[src/rtl/ack_nak_gen_if.sv]
// Packet-classification and ACK/NAK DLLP signals for ack_nak_gen.
// master drives packets and dllp_ready; slave is the generator.
interface ack_nak_gen_if;
    logic        pkt_valid;
    logic [11:0] pkt_seq;
    logic        pkt_crc_ok;
    logic        pkt_accept;
    logic        pkt_dup;
    logic        dllp_valid;
    logic        dllp_ready;
    logic        dllp_nak;
    logic [11:0] dllp_seq;
    logic [11:0] next_rcv_seq;

    modport master (
        output pkt_valid, pkt_seq, pkt_crc_ok, dllp_ready,
        input  pkt_accept, pkt_dup, dllp_valid, dllp_nak, dllp_seq, next_rcv_seq
    );

    modport slave (
        input  pkt_valid, pkt_seq, pkt_crc_ok, dllp_ready,
        output pkt_accept, pkt_dup, dllp_valid, dllp_nak, dllp_seq, next_rcv_seq
    );
endinterface

[src/rtl/ack_nak_gen.sv]
// Receive-side ACK/NAK generator: classifies packets by sequence number and offers ACK/NAK DLLPs.
// Define ACK_COALESCE_EN to coalesce ACKs behind an ACK_LATENCY timer; otherwise ACK every accept.
module ack_nak_gen #(
    parameter int unsigned ACK_LATENCY = 8
) (
    input logic          clk,
    input logic          rst_n,
    ack_nak_gen_if.slave bus
);

    typedef enum logic [1:0] {Idle, AckWait, SendAck, SendNak} state_e;

    if (ACK_LATENCY < 1 || ACK_LATENCY > 255) begin : g_latency_check
        $error("ACK_LATENCY must be in 1..255");
    end

    state_e      state_q, state_d;
    logic [11:0] next_rcv_seq_q, next_rcv_seq_d;
    logic        nak_sched_q, nak_sched_d;
    logic        ack_pend_q, ack_pend_d;
    logic        dllp_nak_q, dllp_nak_d;
    logic [11:0] dllp_seq_q, dllp_seq_d;
    logic        pkt_accept_q, pkt_dup_q;

    logic [11:0] seq_dist;
    logic        is_accept, is_dup, is_nak, handshake, timer_expired;

    assign seq_dist  = next_rcv_seq_q - bus.pkt_seq;
    assign is_accept = bus.pkt_valid && bus.pkt_crc_ok && (seq_dist == 12'd0);
    assign is_dup    = bus.pkt_valid && bus.pkt_crc_ok && (seq_dist != 12'd0)
                       && (seq_dist <= 12'd2048);
    // Bad CRC and sequence gaps only NAK once until the next in-order packet.
    assign is_nak    = bus.pkt_valid && !is_accept && !is_dup && !nak_sched_q;
    assign handshake = (state_q == SendAck || state_q == SendNak) && bus.dllp_ready;

`ifdef ACK_COALESCE_EN
    localparam state_e         AckTarget = AckWait;
    localparam logic [7:0]     TimerLast = 8'(ACK_LATENCY - 1);

    logic [7:0] timer_q, timer_d;

    assign timer_expired = (state_q == AckWait) && (timer_q == TimerLast);
    assign timer_d       = (state_q == AckWait && state_d == AckWait) ? timer_q + 8'd1 : 8'd0;

    always_ff @(posedge clk or negedge rst_n) begin
        if (!rst_n) begin
            timer_q <= 8'd0;
        end else begin
            timer_q <= timer_d;
        end
    end
`else
    localparam state_e AckTarget = SendAck;

    assign timer_expired = 1'b0;
`endif

    always_comb begin
        next_rcv_seq_d = is_accept ? next_rcv_seq_q + 12'd1 : next_rcv_seq_q;

        nak_sched_d = nak_sched_q;
        if (is_accept) begin
            nak_sched_d = 1'b0;
        end else if (is_nak) begin
            nak_sched_d = 1'b1;
        end

        // A sent DLLP covers everything up to its seq; anything accepted since keeps ack_pend.
        ack_pend_d = ack_pend_q;
        if (handshake) begin
            ack_pend_d = (dllp_seq_q != next_rcv_seq_q - 12'd1);
        end
        if (is_accept || is_dup) begin
            ack_pend_d = 1'b1;
        end

        state_d = state_q;
        case (state_q)
            Idle: begin
                if (is_dup) begin
                    state_d = SendAck;
                end else if (ack_pend_q || is_accept) begin
                    state_d = AckTarget;
                end
            end
            AckWait: begin
                if (is_dup || timer_expired) begin
                    state_d = SendAck;
                end
            end
            SendAck, SendNak: begin
                if (handshake) begin
                    if (is_dup) begin
                        state_d = SendAck;
                    end else if (ack_pend_d) begin
                        state_d = AckTarget;
                    end else begin
                        state_d = Idle;
                    end
                end
            end
            default: state_d = Idle;
        endcase

        // A NAK already on offer is held until taken.
        if (is_nak && !(state_q == SendNak && !handshake)) begin
            state_d = SendNak;
        end

        dllp_seq_d = dllp_seq_q;
        dllp_nak_d = dllp_nak_q;
        if ((state_d == SendAck || state_d == SendNak) && (state_d != state_q || handshake)) begin
            dllp_seq_d = next_rcv_seq_d - 12'd1;
            dllp_nak_d = (state_d == SendNak);
        end
    end

    always_ff @(posedge clk or negedge rst_n) begin
        if (!rst_n) begin
            state_q        <= Idle;
            next_rcv_seq_q <= 12'd0;
            nak_sched_q    <= 1'b0;
            ack_pend_q     <= 1'b0;
            dllp_nak_q     <= 1'b0;
            dllp_seq_q     <= 12'hFFF;
            pkt_accept_q   <= 1'b0;
            pkt_dup_q      <= 1'b0;
        end else begin
            state_q        <= state_d;
            next_rcv_seq_q <= next_rcv_seq_d;
            nak_sched_q    <= nak_sched_d;
            ack_pend_q     <= ack_pend_d;
            dllp_nak_q     <= dllp_nak_d;
            dllp_seq_q     <= dllp_seq_d;
            pkt_accept_q   <= is_accept;
            pkt_dup_q      <= is_dup;
        end
    end

    assign bus.pkt_accept   = pkt_accept_q;
    assign bus.pkt_dup      = pkt_dup_q;
    assign bus.dllp_valid   = (state_q == SendAck) || (state_q == SendNak);
    assign bus.dllp_nak     = dllp_nak_q;
    assign bus.dllp_seq     = dllp_seq_q;
    assign bus.next_rcv_seq = next_rcv_seq_q;

endmodule

[src/flat_wrapper.sv]
// flat-port wrapper written by rule: the top's interface ports become plain ports
module ack_nak_gen_flat 
#(
    parameter int unsigned ACK_LATENCY = 8
)
  (clk, rst_n, bus_pkt_valid, bus_pkt_seq, bus_pkt_crc_ok, bus_dllp_ready, bus_pkt_accept, bus_pkt_dup, bus_dllp_valid, bus_dllp_nak, bus_dllp_seq, bus_next_rcv_seq);
  ack_nak_gen_if bus_i ();
  input logic clk;
  input logic rst_n;
  input wire logic [$bits(bus_i.pkt_valid)-1:0] bus_pkt_valid;
  input wire logic [$bits(bus_i.pkt_seq)-1:0] bus_pkt_seq;
  input wire logic [$bits(bus_i.pkt_crc_ok)-1:0] bus_pkt_crc_ok;
  input wire logic [$bits(bus_i.dllp_ready)-1:0] bus_dllp_ready;
  output wire logic [$bits(bus_i.pkt_accept)-1:0] bus_pkt_accept;
  output wire logic [$bits(bus_i.pkt_dup)-1:0] bus_pkt_dup;
  output wire logic [$bits(bus_i.dllp_valid)-1:0] bus_dllp_valid;
  output wire logic [$bits(bus_i.dllp_nak)-1:0] bus_dllp_nak;
  output wire logic [$bits(bus_i.dllp_seq)-1:0] bus_dllp_seq;
  output wire logic [$bits(bus_i.next_rcv_seq)-1:0] bus_next_rcv_seq;
  assign bus_i.pkt_valid = bus_pkt_valid;
  assign bus_i.pkt_seq = bus_pkt_seq;
  assign bus_i.pkt_crc_ok = bus_pkt_crc_ok;
  assign bus_i.dllp_ready = bus_dllp_ready;
  assign bus_pkt_accept = bus_i.pkt_accept;
  assign bus_pkt_dup = bus_i.pkt_dup;
  assign bus_dllp_valid = bus_i.dllp_valid;
  assign bus_dllp_nak = bus_i.dllp_nak;
  assign bus_dllp_seq = bus_i.dllp_seq;
  assign bus_next_rcv_seq = bus_i.next_rcv_seq;
  ack_nak_gen #(.ACK_LATENCY(ACK_LATENCY)) u_core (.clk(clk), .rst_n(rst_n), .bus(bus_i));
endmodule
[config.mk]
export PLATFORM = sky130hd
export DESIGN_NAME = ack_nak_gen_flat
export DESIGN_NICKNAME = d
export VERILOG_FILES = /design/src/rtl/ack_nak_gen_if.sv /design/src/rtl/ack_nak_gen.sv /design/src/flat_wrapper.sv
export SDC_FILE = /design/constraint.sdc
export NUM_CORES = 1
export LEC_CHECK = 0
export ABC_AREA = 1
export CAP_MARGIN = 0
export CORE_UTILIZATION = 50
export DETAILED_ROUTE_END_ITERATION = 12
export HOLD_SLACK_MARGIN = 0.02
export PLACE_DENSITY = 0.75
export SYNTH_ARGS = -nofsm -noshare
export SYNTH_HDL_FRONTEND = slang
export SYNTH_SLANG_ARGS = --single-unit
[constraint.sdc]
create_clock -name clk -period 2.9 [get_ports clk]
set_clock_uncertainty 0.2 [all_clocks]
set_input_delay 0.435 -clock clk [delete_from_list [all_inputs] [get_ports clk]]
set_output_delay 0.435 -clock clk [all_outputs]
set_load 0.02 [all_outputs]
### After elaboration in Yosys (flattened, before gate mapping)

Cells that the tools add are included.

* output and inout bits: 28
* register bits: 31
* input bits: 17
* logic and storage cells: 59

* order comparisons: 1
* multiplexer cells: 13
* equality and inequality tests: 7
* add/subtract/negate cells: 4
* reduce and logical (&&, ||, !) cells: 26

Operators with widths (count)
* 12-bit by 1-bit subtractor with 12-bit output (second input constant): 2
* 2-bit 2-to-1 mux: 7
* 12-bit by 1-bit adder with 12-bit output (second input constant): 1
* 12-bit <= comparator (second input constant): 1
* 12-bit logical NOT: 1
* 12-bit 2-to-1 mux: 1
* 12-bit inequality test: 1
* 12-bit nonzero test: 1
* 12-bit subtractor: 1
* 1-bit logical AND: 11
* 2-bit equality test (second input constant): 4
* 2-bit case mux with 3 select lines: 1
* 1-bit logical NOT: 5
* 1-bit logical OR: 5
* 1-bit 2-to-1 mux: 4
* 2-bit by 1-bit equality test with 1-bit output (second input constant): 1
* 2-bit logical NOT: 1
* 2-bit inequality test: 1
* 2-bit nonzero test: 1
* 2-bit OR reduction: 1

### Longest topological paths before layout

Gate-level depths: netlist of the first run.

* word-level depth: 14
* mapped depth: 27
* mapped depth without buffers: 26

### Worst setup path before layout of the first run

Ideal clock, no wire load.

* path type: reg-to-reg
* start: register u_core.next_rcv_seq_q[0] (netlist: u_core.bus.next_rcv_seq[0])
* end: register u_core.dllp_seq_q[6] (netlist: u_core.bus.dllp_seq[6])
* cell stages (with the launch flop): 23
* buffers on the path: 1
* path slack: -272 ps
* period minus slack after synthesis: 3172 ps
* data arrival time: 2911 ps
* path through: dfrtp_1 clkinv_1 ha_1 inv_1 nand2_1 nand2_2 nand2_1 nand2_1 nand2_1 nand3_1 nand3_1 nor2_4 buf_4 nand4_1 nand2_1 ha_1 inv_1 nor2_4 nand2_2 nor2_1 xor2_1 nand2_1 nand2_1

* word-level cells in the longest chain between the ends: 14
* elaborated cells on any way between the ends: 36
* those cells by class: 4 x add/sub; 1 x order compare; 4 x eq/ne; 11 x mux; 16 x reduce/logical

RTL lines
* start, declared: line ack_nak_gen.sv:18 `logic [11:0] next_rcv_seq_q, next_rcv_seq_d;`
* start signal, assigned: line ack_nak_gen.sv:130 `next_rcv_seq_q <= next_rcv_seq_d;`
* branches (longest 14 deep; another with 12-bit subtractor)
* end signal, assigned: line ack_nak_gen.sv:134 `dllp_seq_q <= dllp_seq_d;`
* end, declared: line ack_nak_gen.sv:22 `logic [11:0] dllp_seq_q, dllp_seq_d;`

Parallel ways; which one is timed is not known.
A chain may end at the register's enable or synchronous reset.

### Worst setup path in the final report of the first run

* start: input port bus_pkt_seq[10]
* end: register u_core.dllp_seq_q[8] (netlist: u_core.bus.dllp_seq[8])

* word-level cells in the longest chain between the ends: 14
* elaborated cells on any way between the ends: 32
* those cells by class: 2 x add/sub; 1 x order compare; 3 x eq/ne; 10 x mux; 16 x reduce/logical

RTL lines
* start, declared: line flat_wrapper.sv:11 `input wire logic [$bits(bus_i.pkt_seq)-1:0] bus_pkt_seq;`
* 12-bit subtractor (*): line ack_nak_gen.sv:28 `assign seq_dist = next_rcv_seq_q - bus.pkt_seq;`
* branches (longest 13 deep; another with 12-bit <= comparator)

Mark *: on every way between the ends.

==> key figures, run 1 <==
Routing
  – Routed length on met3: 658 um
  – Final ANT Viol Nets: 0
  – Wl on met1: 3870 um
  – DRT Wirelength: 10000 um
  – DR WL/cell: 15.7 um
  – Avg Vias per Cell: 5.41
  – DRT Pass-1 Iters: 6
  – Via count: 3450
  – DR DRC count: 0
  – Detailed-routed wire length on met2: 5050 um
  – Drt initial violations: 149
  – DR top layer: met4

Power and ir drop
  – Gate power share: 43.1%
  – Clk pwr share: 22.9%
  – P_int: 1060 uW
  – Sequential group share of total power: 34.0%
  – P_leak: 0.00223 uW
  – Maximum vdd drop: 0.417 mV
  – Sw power: 648 uW
  – Switching part of the total: 38.0%
  – PwrDens: 367 nW/um2

Floorplan
  – Starting Density: 53.1%
  – Die Ht: 79.4 um
  – Die area: 6300 um2
  – IO Pins: 45
  – Row count: 27
  – Area of the core: 5640 um2
  – Die width: 79.4 um

Timing
  – Max_slew headroom: 70.7%
  – Hold WS: 289 ps
  – RSZ-0062 raised after global routing: yes
  – F_max: 330 MHz
  – Final worst slack: -131 ps
  – Final setup viols: 13
  – Tightest Pin Transition: 436 ps
  – Final Max Tran Viols: 0
  – Period utilization: 105%
  – Final Hold Violating Endpoints: 0
  – Minimum clock period: 3030 ps

Cells and area
  – FF+latch area: 800 um2
  – Layout area overhead: 55.4%
  – Antenna fix cells: 0
  – Finished Layout Cells: 638
  – Most frequent cells in the layout: nand2_1 (103), inv_1 (56), buf_4 (55)
  – Multi-input logic area: 2330 um2
  – Share of layout cells above drive strength 1: 40.6%
  – Filler cell count: 357
  – Commonest non-fill, non-tap cell in the layout: nand2_1
  – Final net count: 596
  – Cell area after layout: 4650 um2

Synth
  – Post-synthesis sequential area ratio: 26.4%
  – Largest cells by area after synthesis: nand2_1 (18%), dfrtp_1 (16%), dfstp_2 (11%)
  – FFs w/ async S/R, synth: 100%
  – Yosys reg bits: 31
  – Post-synth EDFFs: 0
  – Mapped Cells: 450
  – Warnings from Yosys: 0
  – Ys flop type: dfrtp_1
  – Post-synthesis instance area: 3000 um2
  – Cell taking the most area after synthesis: nand2_1
  – Top cell type's share of synthesized area: 17.5%
  – Avg Cell Area, Syn: 6.66 um2
  – Distinct cell type count after synthesis: 37
  – Syn Nets: 481

Flow run
  – Max-cap violations: 0

Setup path
  – Crit-path most repeated cell: nand2_1
  – Crit path kind: in -> reg
  – CP arrival: 3060 ps
  – Worst-path cell chain: clkdlybuf4s50_1, inv_1, ha_4, inv_1, nor3_2, nand2_1, nand2_1, nand2_1, nand2_2, nor2_4, buf_6, nand3_4, nand2_2, nand2_2, ha_4, inv_2, nor2_4, nand2_4, nor2_4, xor2_1, nand2_1, nand2_1
  – Crit path max-delay cell type: clkdlybuf4s50_1
  – CP peak stage delay: 460 ps
  – Buf/Inv on CP: 5
  – CP startpoint kind: primary input
  – Worst setup path start: bus_pkt_seq[10]
  – Crit-path max FO: 7
  – Critical Path Sink Type: flip-flop
  – Critical path's top delay family: simple AND/OR/NAND/NOR gates
  – Required time of the critical path: 2930 ps
  – Critical register-to-register path startpoint: u_core.bus.next_rcv_seq[5]

Global route
  – Tot GR Track Use: 32.9%
  – Initial antenna violation count: 0
  – Vias in the first global route: 3507
  – Largest net degree at the start of global routing: 32
  – Total gr overflow: 0
  – First-pass GRT wire length: 15900 um

Run status
  – Failing checks: setup timing
  – Status: finished with violations

Clock network
  – TritonCTS Buffers: 5
  – CTS tree: yes
  – Clk sink count: 31
  – Worst-path clk slew: 70 ps
  – CTS Buffer Depth: 2
  – Clock latency on the worst-skew pair: 280 ps
  – CTS H-Tree Depth: 2
  – Root Buffer: clkbuf_8

Hold path
  – Hold WC Path Type: reg -> reg
  – Hold wc startpoint: u_core.bus.dllp_seq[10]

Place
  – Routability Congestion: 0.961
  – Post-DP Area: 3990 um2
  – Port Buffer Count: 44
  – Placed instance count: 608
  – HPWL after detailed placement: 6800 um
  – Post-Place Setup Slack: -664 ps
-- per-layer routing --
| metal | GRT usage [%] | up-vias |
|---|---|---|
| met1 | 37.2 | 1587 |
| met4 | 15.6 | 0 |
| met3 | 4.80 | 55 |
| met2 | 60.3 | 175 |
| li1 | - | 1633 |
| met5 | 0 | - |
-- area by class of cell --
type | count | area share [%]
Timing Repair Buffer | 113 | 21.6
Inverter | 81 | 6.91
Clock buffer | 7 | 2.07
Sequential cell | 31 | 17.2
Tap cell | 72 | 1.94
Multi-Input combinational cell | 333 | 50.1
Clock inverter | 1 | 0.161
-- state kept, by name, summed over array words and instances, names as in the netlist --
signal	flops
u_core.ack_pend_q	1
u_core.bus.dllp_nak	1
u_core.bus.dllp_seq	12
u_core.bus.next_rcv_seq	12
u_core.bus.pkt_accept	1
u_core.bus.pkt_dup	1
u_core.nak_sched_q	1
u_core.state_q	2
-- worst register-to-register path, stage by stage, from the launching register on --
cell and delay (ps):
dfrtp_2 430, ha_4 330, nand2_4 90, nor2_4 120
nand3_2 80, nand2_2 80, nand2_1 60, nand2_1 60
nand2_1 50, nand2_2 100, nor2_4 50, buf_6 120
nand3_4 140, nand2_2 100, nand2_2 120, ha_4 150
inv_2 40, nor2_4 140, nand2_4 80, nor2_4 100
xor2_1 190, nand2_1 70, nand2_1 70
-- what timing repair did --
action                                  in CTS  in global routing
endpoints found under the setup margin      16                 17
gates cloned                                 3                  0
hold buffers                                 0                  0
buffers inserted                            16                  4
resized for setup                           98                 33
pin swaps                                   58                 19
-- worst paths after layout --
path	to	depth (start not counted)	slack (ps)
worst max-delay path	u_core.bus.dllp_seq[8]	22	-130
worst min-delay path	u_core.bus.dllp_seq[10]	2	290
worst max register to register	u_core.bus.dllp_seq[8]	22	-130
worst min register to register	u_core.bus.dllp_seq[10]	2	290
max in group asynchronous	u_core.bus.dllp_seq[6]	2	1820
min in group asynchronous	u_core.bus.next_rcv_seq[11]	2	350
-- synth_stat cells (all sizes together) (7+ instances only) --
cell type,n
nand2,153
inv,77
nor2,41
nand3,37
xor2,28
dfrtp,19
nand4,18
ha,14
dfstp,12
o21ai,9
nor3,8
a21oi,7
-- power by group through the flow --
stage          clock (uW)  combinational [uW]  sequential [uW]
2_1_floorplan           0                 314              627
3_3_place_gp            0                 564              581
3_5_place_dp            0                 574              584
4_1_cts               394                 705              578
5_1_grt               408                 795              585
6_report              392                 736              580
-- cells by family (layout without fill, tap and decap cells) --
group           count (synthesis)  in the layout  share of synthesized area (%)
flops                          31             31                           26.4
buf+inv                        89            202                           12.1
xor+xnor                       31             31                           9.06
fa+ha+maj                      14             14                           5.85
simple gates                  263            266                           41.6
compound gates                 22             22                           5.05
-- through the flow --
step                      TNS, ps  power, uW  util [%]
after floorplan                 0        941         -
after global placement      -9780       1140      70.8
after CTS                    -265       1680      80.5
final                       -1020       1710      82.5
after detailed placement   -11050       1160      70.8
after global routing        -3660       1790      82.5
Note: power is estimated with default switching activity, not from simulation.
==> run 2: changes to the inputs <==
Settings changed: CTS_CLUSTER_DIAMETER set to 120, RECOVER_POWER set to 100.
==> run 2 against run 1 <==
  * Critical path type unchanged
  * Non-clock buffer count unchanged
  * The flow finishes with violations (capacitance limit, slew limit, setup timing)
  * Combinational power is 2% lower
  * Global-route usage stayed put
  * Routed wire length increased by 0.21%
  * First-iteration DRC count rose by 13%
==> key figures, run 2 (synthesis gave the netlist of run 1 again) <==
Timing
  – Final setup viols: 13 (unchanged)
  – Period utilization: 104% (-0.16 points)
  – RSZ-0062 raised after global routing: yes
  – Final Max Tran Viols: 32 (+32)
  – Final Hold Violating Endpoints: 0 (unchanged)
  – Final worst slack: -127 ps (+4.66 ps)
  – Tightest Pin Transition: 1780 ps (+1350 ps)
  – Setup TNS: -940 ps (+82.4 ps)
  – F_max: 330 MHz (+0.15%)
  – Max_slew headroom: -18.8% (-90 points)
  – Minimum clock period: 3030 ps (-4.66 ps)

Power and ir drop
  – Switching part of the total: 38.4% (+0.40 points)
  – Sw power: 647 uW (-0.12%)
  – P_leak: 0.00224 uW (+0.45%)
  – Sequential group share of total power: 34.2% (+0.2 points)
  – Clk pwr share: 23.2% (+0.3 points)
  – P_int: 1040 uW (-1.8%)
  – Gate power share: 42.5% (-0.6 points)
  – Maximum vdd drop: 0.404 mV (-3.2%)
  – PwrDens: 364 nW/um2 (-0.83%)

Routing
  – Avg Vias per Cell: 5.46 (+0.90%)
  – Final ANT Viol Nets: 0 (unchanged)
  – Drt initial violations: 169 (+13%)
  – DRT Wirelength: 10100 um (+0.21%)
  – DR DRC count: 0 (unchanged)
  – DR WL/cell: 15.8 um (+0.21%)
  – DRT Pass-1 Iters: 6 (unchanged)
  – Via count: 3481 (+0.90%)

Cells and area
  – Final net count: 596 (unchanged)
  – Share of layout cells above drive strength 1: 40.1% (-0.53 points)
  – Commonest non-fill, non-tap cell in the layout: nand2_1
  – Layout area overhead: 54.9%
  – Antenna fix cells: 0 (unchanged)
  – Most frequent cells in the layout: nand2_1 (103), inv_1 (56), buf_4 (53)
  – Finished Layout Cells: 638 (unchanged)

Setup path
  – Reg-to-reg endpoint: u_core.bus.dllp_seq[8]
  – CP arrival: 3050 ps (about the same)
  – CP startpoint kind: primary input
  – Crit path kind: in -> reg
  – Critical path capture point: u_core.bus.dllp_seq[8]
  – Required time of the critical path: 2920 ps (about the same)
  – CP peak stage delay: 460 ps (about the same)
  – Critical path depth: 22 (unchanged)
  – Crit-path max FO: 7 (unchanged)
  – Internal reg-to-reg setup slack: -120 ps (about the same)
  – Critical Path Sink Type: flip-flop
  – Buf/Inv on CP: 5 (unchanged)
  – Crit path max-delay cell type: clkdlybuf4s50_1
  – Critical register-to-register path startpoint: u_core.bus.next_rcv_seq[5]
  – Worst setup path start: bus_pkt_seq[10]
  – Cells on worst reg2reg path: 22 (unchanged)
  – Worst-path cell chain: clkdlybuf4s50_1, inv_1, ha_4, inv_1, nor3_2, nand2_1, nand2_1, nand2_1, nand2_2, nor2_4, buf_6, nand3_4, nand2_2, nand2_2, ha_4, inv_2, nor2_4, nand2_4, nor2_4, xor2_1, nand2_1, nand2_1
  – Crit-path most repeated cell: nand2_1
  – Critical path's top delay family: simple AND/OR/NAND/NOR gates

Global route
  – First-pass GRT wire length: 15900 um (unchanged)
  – Initial antenna violation count: 0 (unchanged)
  – Vias in the first global route: 3507 (unchanged)
  – Total gr overflow: 0 (unchanged)
  – Tot GR Track Use: 32.9% (unchanged)
  – Largest net degree at the start of global routing: 32 (unchanged)

Floorplan
  – IO Pins: 45 (unchanged)
  – Row count: 27 (unchanged)
  – Die width: 79.4 um (unchanged)
  – Area of the core: 5640 um2 (unchanged)
  – Starting Density: 53.1% (unchanged)
  – Die area: 6300 um2 (unchanged)
  – Die Ht: 79.4 um (unchanged)

Run status
  – Failing checks: capacitance limit, slew limit, setup timing
  – Status: finished with violations

Clock network
  – Root Buffer: clkbuf_8
  – CTS H-Tree Depth: 2 (unchanged)
  – Worst-path clk slew: 80 ps (about the same)
  – CTS Buffer Depth: 2 (unchanged)
  – Clk sink count: 31 (unchanged)
  – TritonCTS Buffers: 5 (unchanged)
  – CTS tree: yes
  – Cts hold-fix bufs: 0 (unchanged)
  – Clock latency on the worst-skew pair: 290 ps (about the same)

Hold path
  – Hold WC Path Type: reg -> reg

Place
  – Placed instance count: 608 (unchanged)
  – Port Buffer Count: 44 (unchanged)
  – Routability Congestion: 0.961 (unchanged)
  – HPWL after detailed placement: 6800 um (unchanged)

Flow run
  – Max-cap violations: 1 (+1)
[run 2: power by group through the flow]
| stage | registers (uW) | clock network [uW] | logic (uW) |
|---|---|---|---|
| final | 578 | 392 | 718 |
| after global routing | 583 | 408 | 776 |
| after CTS | 578 | 394 | 705 |
| after detailed placement | 584 | 0 | 574 |
| after global placement | 581 | 0 | 564 |
| after floorplan | 627 | 0 | 314 |
[run 2: final cells by class]
| cell class | count | area, um2 |
|---|---|---|
| inverter | 81 | 322 |
| clock buffer | 7 | 96.3 |
| sequential | 31 | 800 |
| clock inverter | 1 | 7.51 |
| timing repair buffer | 113 | 992 |
| tap | 72 | 90.1 |
| multi-input combinational | 333 | 2330 |
| fill | 361 | 1000 |
[run 2: repair_timing]
action	in CTS	in global routing
pin swaps	58	19
resized for setup	98	33
buffers inserted	16	4
endpoints found under the setup margin	16	17
cloned	3	0
[run 2: how the worst min path moves through the flow]
stage | start | end | cells after the start
after CTS | u_core.bus.dllp_seq[10] | u_core.bus.dllp_seq[10] | 2
final | u_core.bus.dllp_seq[1] | u_core.bus.dllp_seq[1] | 2
after global placement | u_core.bus.dllp_nak | u_core.bus.dllp_nak | 2
after detailed placement | u_core.bus.dllp_nak | u_core.bus.dllp_nak | 2
after global routing | u_core.bus.dllp_seq[9] | u_core.bus.dllp_seq[9] | 2
after floorplan | rst_n | u_core.ack_pend_q | 0
[run 2: worst register-to-register path, stage by stage, from the launching register on]
cell and delay, ps:
dfrtp_2 430, ha_4 330, nand2_4 90, nor2_4 120
nand3_2 80, nand2_2 80, nand2_1 60, nand2_1 60
nand2_1 50, nand2_2 100, nor2_4 50, buf_6 120
nand3_4 130, nand2_2 100, nand2_2 120, ha_4 150
inv_2 40, nor2_4 140, nand2_4 80, nor2_4 100
xor2_1 190, nand2_1 70, nand2_1 70
[run 2: metal layers]
metal	part of all wire (%)	global-route usage, %
met1	38	37.2
met2	50	60.3
met3	6.8	4.80
met4	4.9	15.6
met5	0	0
[run 2: metrics by stage]
step	instance area [um2]	power [uW]	hold WS, ps	setup slack [ps]	util, %
6_report	4640	1690	289	-127	82.2
5_1_grt	4640	1770	301	-366	82.2
4_1_cts	4540	1680	291	-63.5	80.5
3_5_place_dp	3990	1160	277	-664	70.8
3_3_place_gp	3990	1140	261	-633	70.8
2_1_floorplan	3140	941	-60.6	5.14	-
==> RTL edit, RTL diff (flow settings as in run 2) <==
Re-encode `state_e` (4 states) as Gray code, 2 bits wide.
--- a/src/rtl/ack_nak_gen.sv
+++ b/src/rtl/ack_nak_gen.sv
@@ -8,7 +8,7 @@
     ack_nak_gen_if.slave bus
 );
 
-    typedef enum logic [1:0] {Idle, AckWait, SendAck, SendNak} state_e;
+    typedef enum logic [1:0] {Idle = 2'b00, AckWait = 2'b01, SendAck = 2'b11, SendNak = 2'b10} state_e;
 
     if (ACK_LATENCY < 1 || ACK_LATENCY > 255) begin : g_latency_check
         $error("ACK_LATENCY must be in 1..255");
Function: same outputs for any inputs over 10 cycles, from zero or initial values and one cycle with rst_n low; not proved beyond that.
==> RTL edit against run 2 <==
The run still ends with max-capacitance violations, max-slew violations, negative setup slack left; global-route usage decreased by 0.83 points; synthesized area increased by 10%; sequential share of layout area decreased by 1.5 points; critical path depth decreased by 2; sequential cell count unchanged; total power increased by 11%; setup slack got worse by 0.061 ns; cell area increased by 9.4%; routed wire length increased by 18%; utilization decreased by 2.3 points; largest cell class unchanged; highest routed layer unchanged.
==> RTL edit: results (changes against run 2) <==
[metrics] via count normalized by instance count: 5.56 (was 5.46)
[metrics] number of non-clock buffers in the layout: 111 (was 113)
[metrics] status: complete, but fails checks (unchanged)
[metrics] number of warnings reported in the yosys synthesis log: 0 (unchanged)
[metrics] First DRT Iteration DRCs: 306 (was 169)
[metrics] DP Worst Slack: -0.581 ns (was -0.664 ns)
[metrics] num sequential: 31 (unchanged)
[metrics] final layout net count: 651 (was 596)
[metrics] setup slack after layout: -0.188 ns (was -0.127 ns)
[metrics] sequential element share of the synthesized area: 0.240 (was 0.264)
[metrics] comb_multi_in: 380 (was 333)
[metrics] Inserted Diodes: 0 (unchanged)
[metrics] share of the synthesized area in compound gates (AO/OA/AOI/OAI): 0.0273 (was 0.0505)
[metrics] sequential cell area: 797 um^2 (was 800 um^2)
[metrics] Max-slew headroom: -0.244 (was -0.188)
[metrics] Gate Count Post-Synth: 509 (was 450)
[metrics] synthesized net count: 540 (was 481)
[metrics] Synth Area in XOR/XNOR: 0.0652 (was 0.0906)
[metrics] footprint of the multi-input gates: 2740 um^2 (was 2330 um^2)
[metrics] fraction of final layout cells with drive strength greater than 1: 0.415 (was 0.401)
[metrics] number of global-route vias before repair: 3704 (was 3507)
[metrics] number of gates resized after cts: 111 (was 98)
[metrics] maximum ir drop on the vdd rail: 0.516 mV (was 0.404 mV)
[metrics] top post-synthesis cells by count: sky130_fd_sc_hd__nand2_1 (179), sky130_fd_sc_hd__inv_1 (83), sky130_fd_sc_hd__nand3_1 (37) (was sky130_fd_sc_hd__nand2_1 (140), sky130_fd_sc_hd__inv_1 (74), sky130_fd_sc_hd__nor2_1 (34))
[metrics] Post-Synth Adder-Cell Area: 0.0531 (was 0.0585)
[metrics] number of maximum-capacitance violations: 1 (unchanged)
[metrics] number of standard cells in the final layout excluding fillers: 698 (was 638)
[metrics] HPWL reported at the end of detailed placement: 7280 um (was 6800 um)
[metrics] Inverters, non-clock: 91 (was 81)
[metrics] global placer's final weighted congestion: 0.911 (was 0.961)
[metrics] fraction of area in multi-input gates: 0.539 (was 0.503)
[metrics] failing checks: max-capacitance violations, max-slew violations, negative setup slack (unchanged)
[metrics] clock network area share: 0.0205 (was 0.0224)
[metrics] detail-routed net length per standard cell: 16.9 um (was 15.8 um)
[metrics] placed instance count: 670 (was 608)
[metrics] net switching power: 0.000785 W (was 0.000647 W)
[metrics] max-slew violation count: 32 (unchanged)
[metrics] average footprint of a synthesized cell: 6.48 um^2 (was 6.66 um^2)
[metrics] Static Leak: 2.51 nW (was 2.24 nW)
[metrics] filler cell count in the final layout: 381 (was 361)
[metrics] final setup vio count: 11 (was 13)
[metrics] global router's overall resource usage: 0.321 (was 0.329)
[metrics] DR pass1 iterations: 7 (was 6)
[metrics] Crit Path Max Fanout: 5 (was 7)
[metrics] synth unique cells: 35 (was 37)
[metrics] latest clock arrival within the worst-skew pair: roughly 0.3 ns
-- RTL edit: changes by cell type in the layout (fill, tap and decap cells not counted), moves of 4 or more --
| cell | delta |
|---|---|
| sky130_fd_sc_hd__buf_4 | +5 |
| sky130_fd_sc_hd__buf_6 | -6 |
| sky130_fd_sc_hd__inv_1 | +8 |
| sky130_fd_sc_hd__nand2_1 | +33 |
| sky130_fd_sc_hd__nand2_2 | +6 |
| sky130_fd_sc_hd__nand2_4 | +13 |
| sky130_fd_sc_hd__nand3_1 | -4 |
| sky130_fd_sc_hd__nand3_2 | +7 |
| sky130_fd_sc_hd__nor2_2 | -8 |
| sky130_fd_sc_hd__nor2_4 | +8 |
| sky130_fd_sc_hd__xor2_1 | -13 |
-- RTL edit: logic make-up (layout without fill, tap and decap cells) --
| family | count (synthesis) | after routing |
|---|---|---|
| AO/OA/AOI/OAI | 15 | 15 |
| flip-flops | 31 | 31 |
| adder cells (fa/ha/maj) | 14 | 14 |
| XOR/XNOR | 23 | 23 |
| AND/OR/NAND/NOR | 326 | 328 |
| buffers and inverters | 100 | 210 |
-- RTL edit: tightest hold or removal path: cells and delay by family (launching register included) --
family / cells / cell delay, ns
flops: 1 / 0.34
simple gates: 2 / 0.10
-- RTL edit: power groups by stage --
stage | registers [W] | logic, W | clock network (W)
floorplan | 0.000625 | 0.000470 | 0
global placement | 0.000583 | 0.000694 | 0
detailed placement | 0.000583 | 0.000712 | 0
CTS | 0.000577 | 0.000798 | 0.000404
global route | 0.000582 | 0.000963 | 0.000422
finish | 0.000576 | 0.000881 | 0.000409
-- RTL edit: path summary, 6_finish.rpt --
path                                                      startpoint                              endpoint  slack, ns  cells after the start
worst max-delay path            u_core.bus.next_rcv_seq[1]$_DFF_PN0_    u_core.bus.dllp_seq[8]$_DFFE_PN1P_      -0.19                     20
worst min-delay path                 u_core.bus.dllp_nak$_DFFE_PN0P_       u_core.bus.dllp_nak$_DFFE_PN0P_       0.27                      2
worst max register to register  u_core.bus.next_rcv_seq[1]$_DFF_PN0_    u_core.bus.dllp_seq[8]$_DFFE_PN1P_      -0.19                     20
worst min register to register       u_core.bus.dllp_nak$_DFFE_PN0P_       u_core.bus.dllp_nak$_DFFE_PN0P_       0.27                      2
max in group asynchronous                                      rst_n  u_core.bus.next_rcv_seq[6]$_DFF_PN0_       0.31                      2
min in group asynchronous                                      rst_n  u_core.bus.next_rcv_seq[0]$_DFF_PN0_       0.98                      2
-- RTL edit: routing by layer --
| metal | vias to the layer above | track usage | share of wire |
|---|---|---|---|
| met5 | - | 0 | 0 |
| met4 | 0 | 0.174 | 0.057 |
| met3 | 66 | 0.0487 | 0.061 |
| met2 | 207 | 0.554 | 0.50 |
| met1 | 1810 | 0.382 | 0.39 |
| li1 | 1797 | - | - |
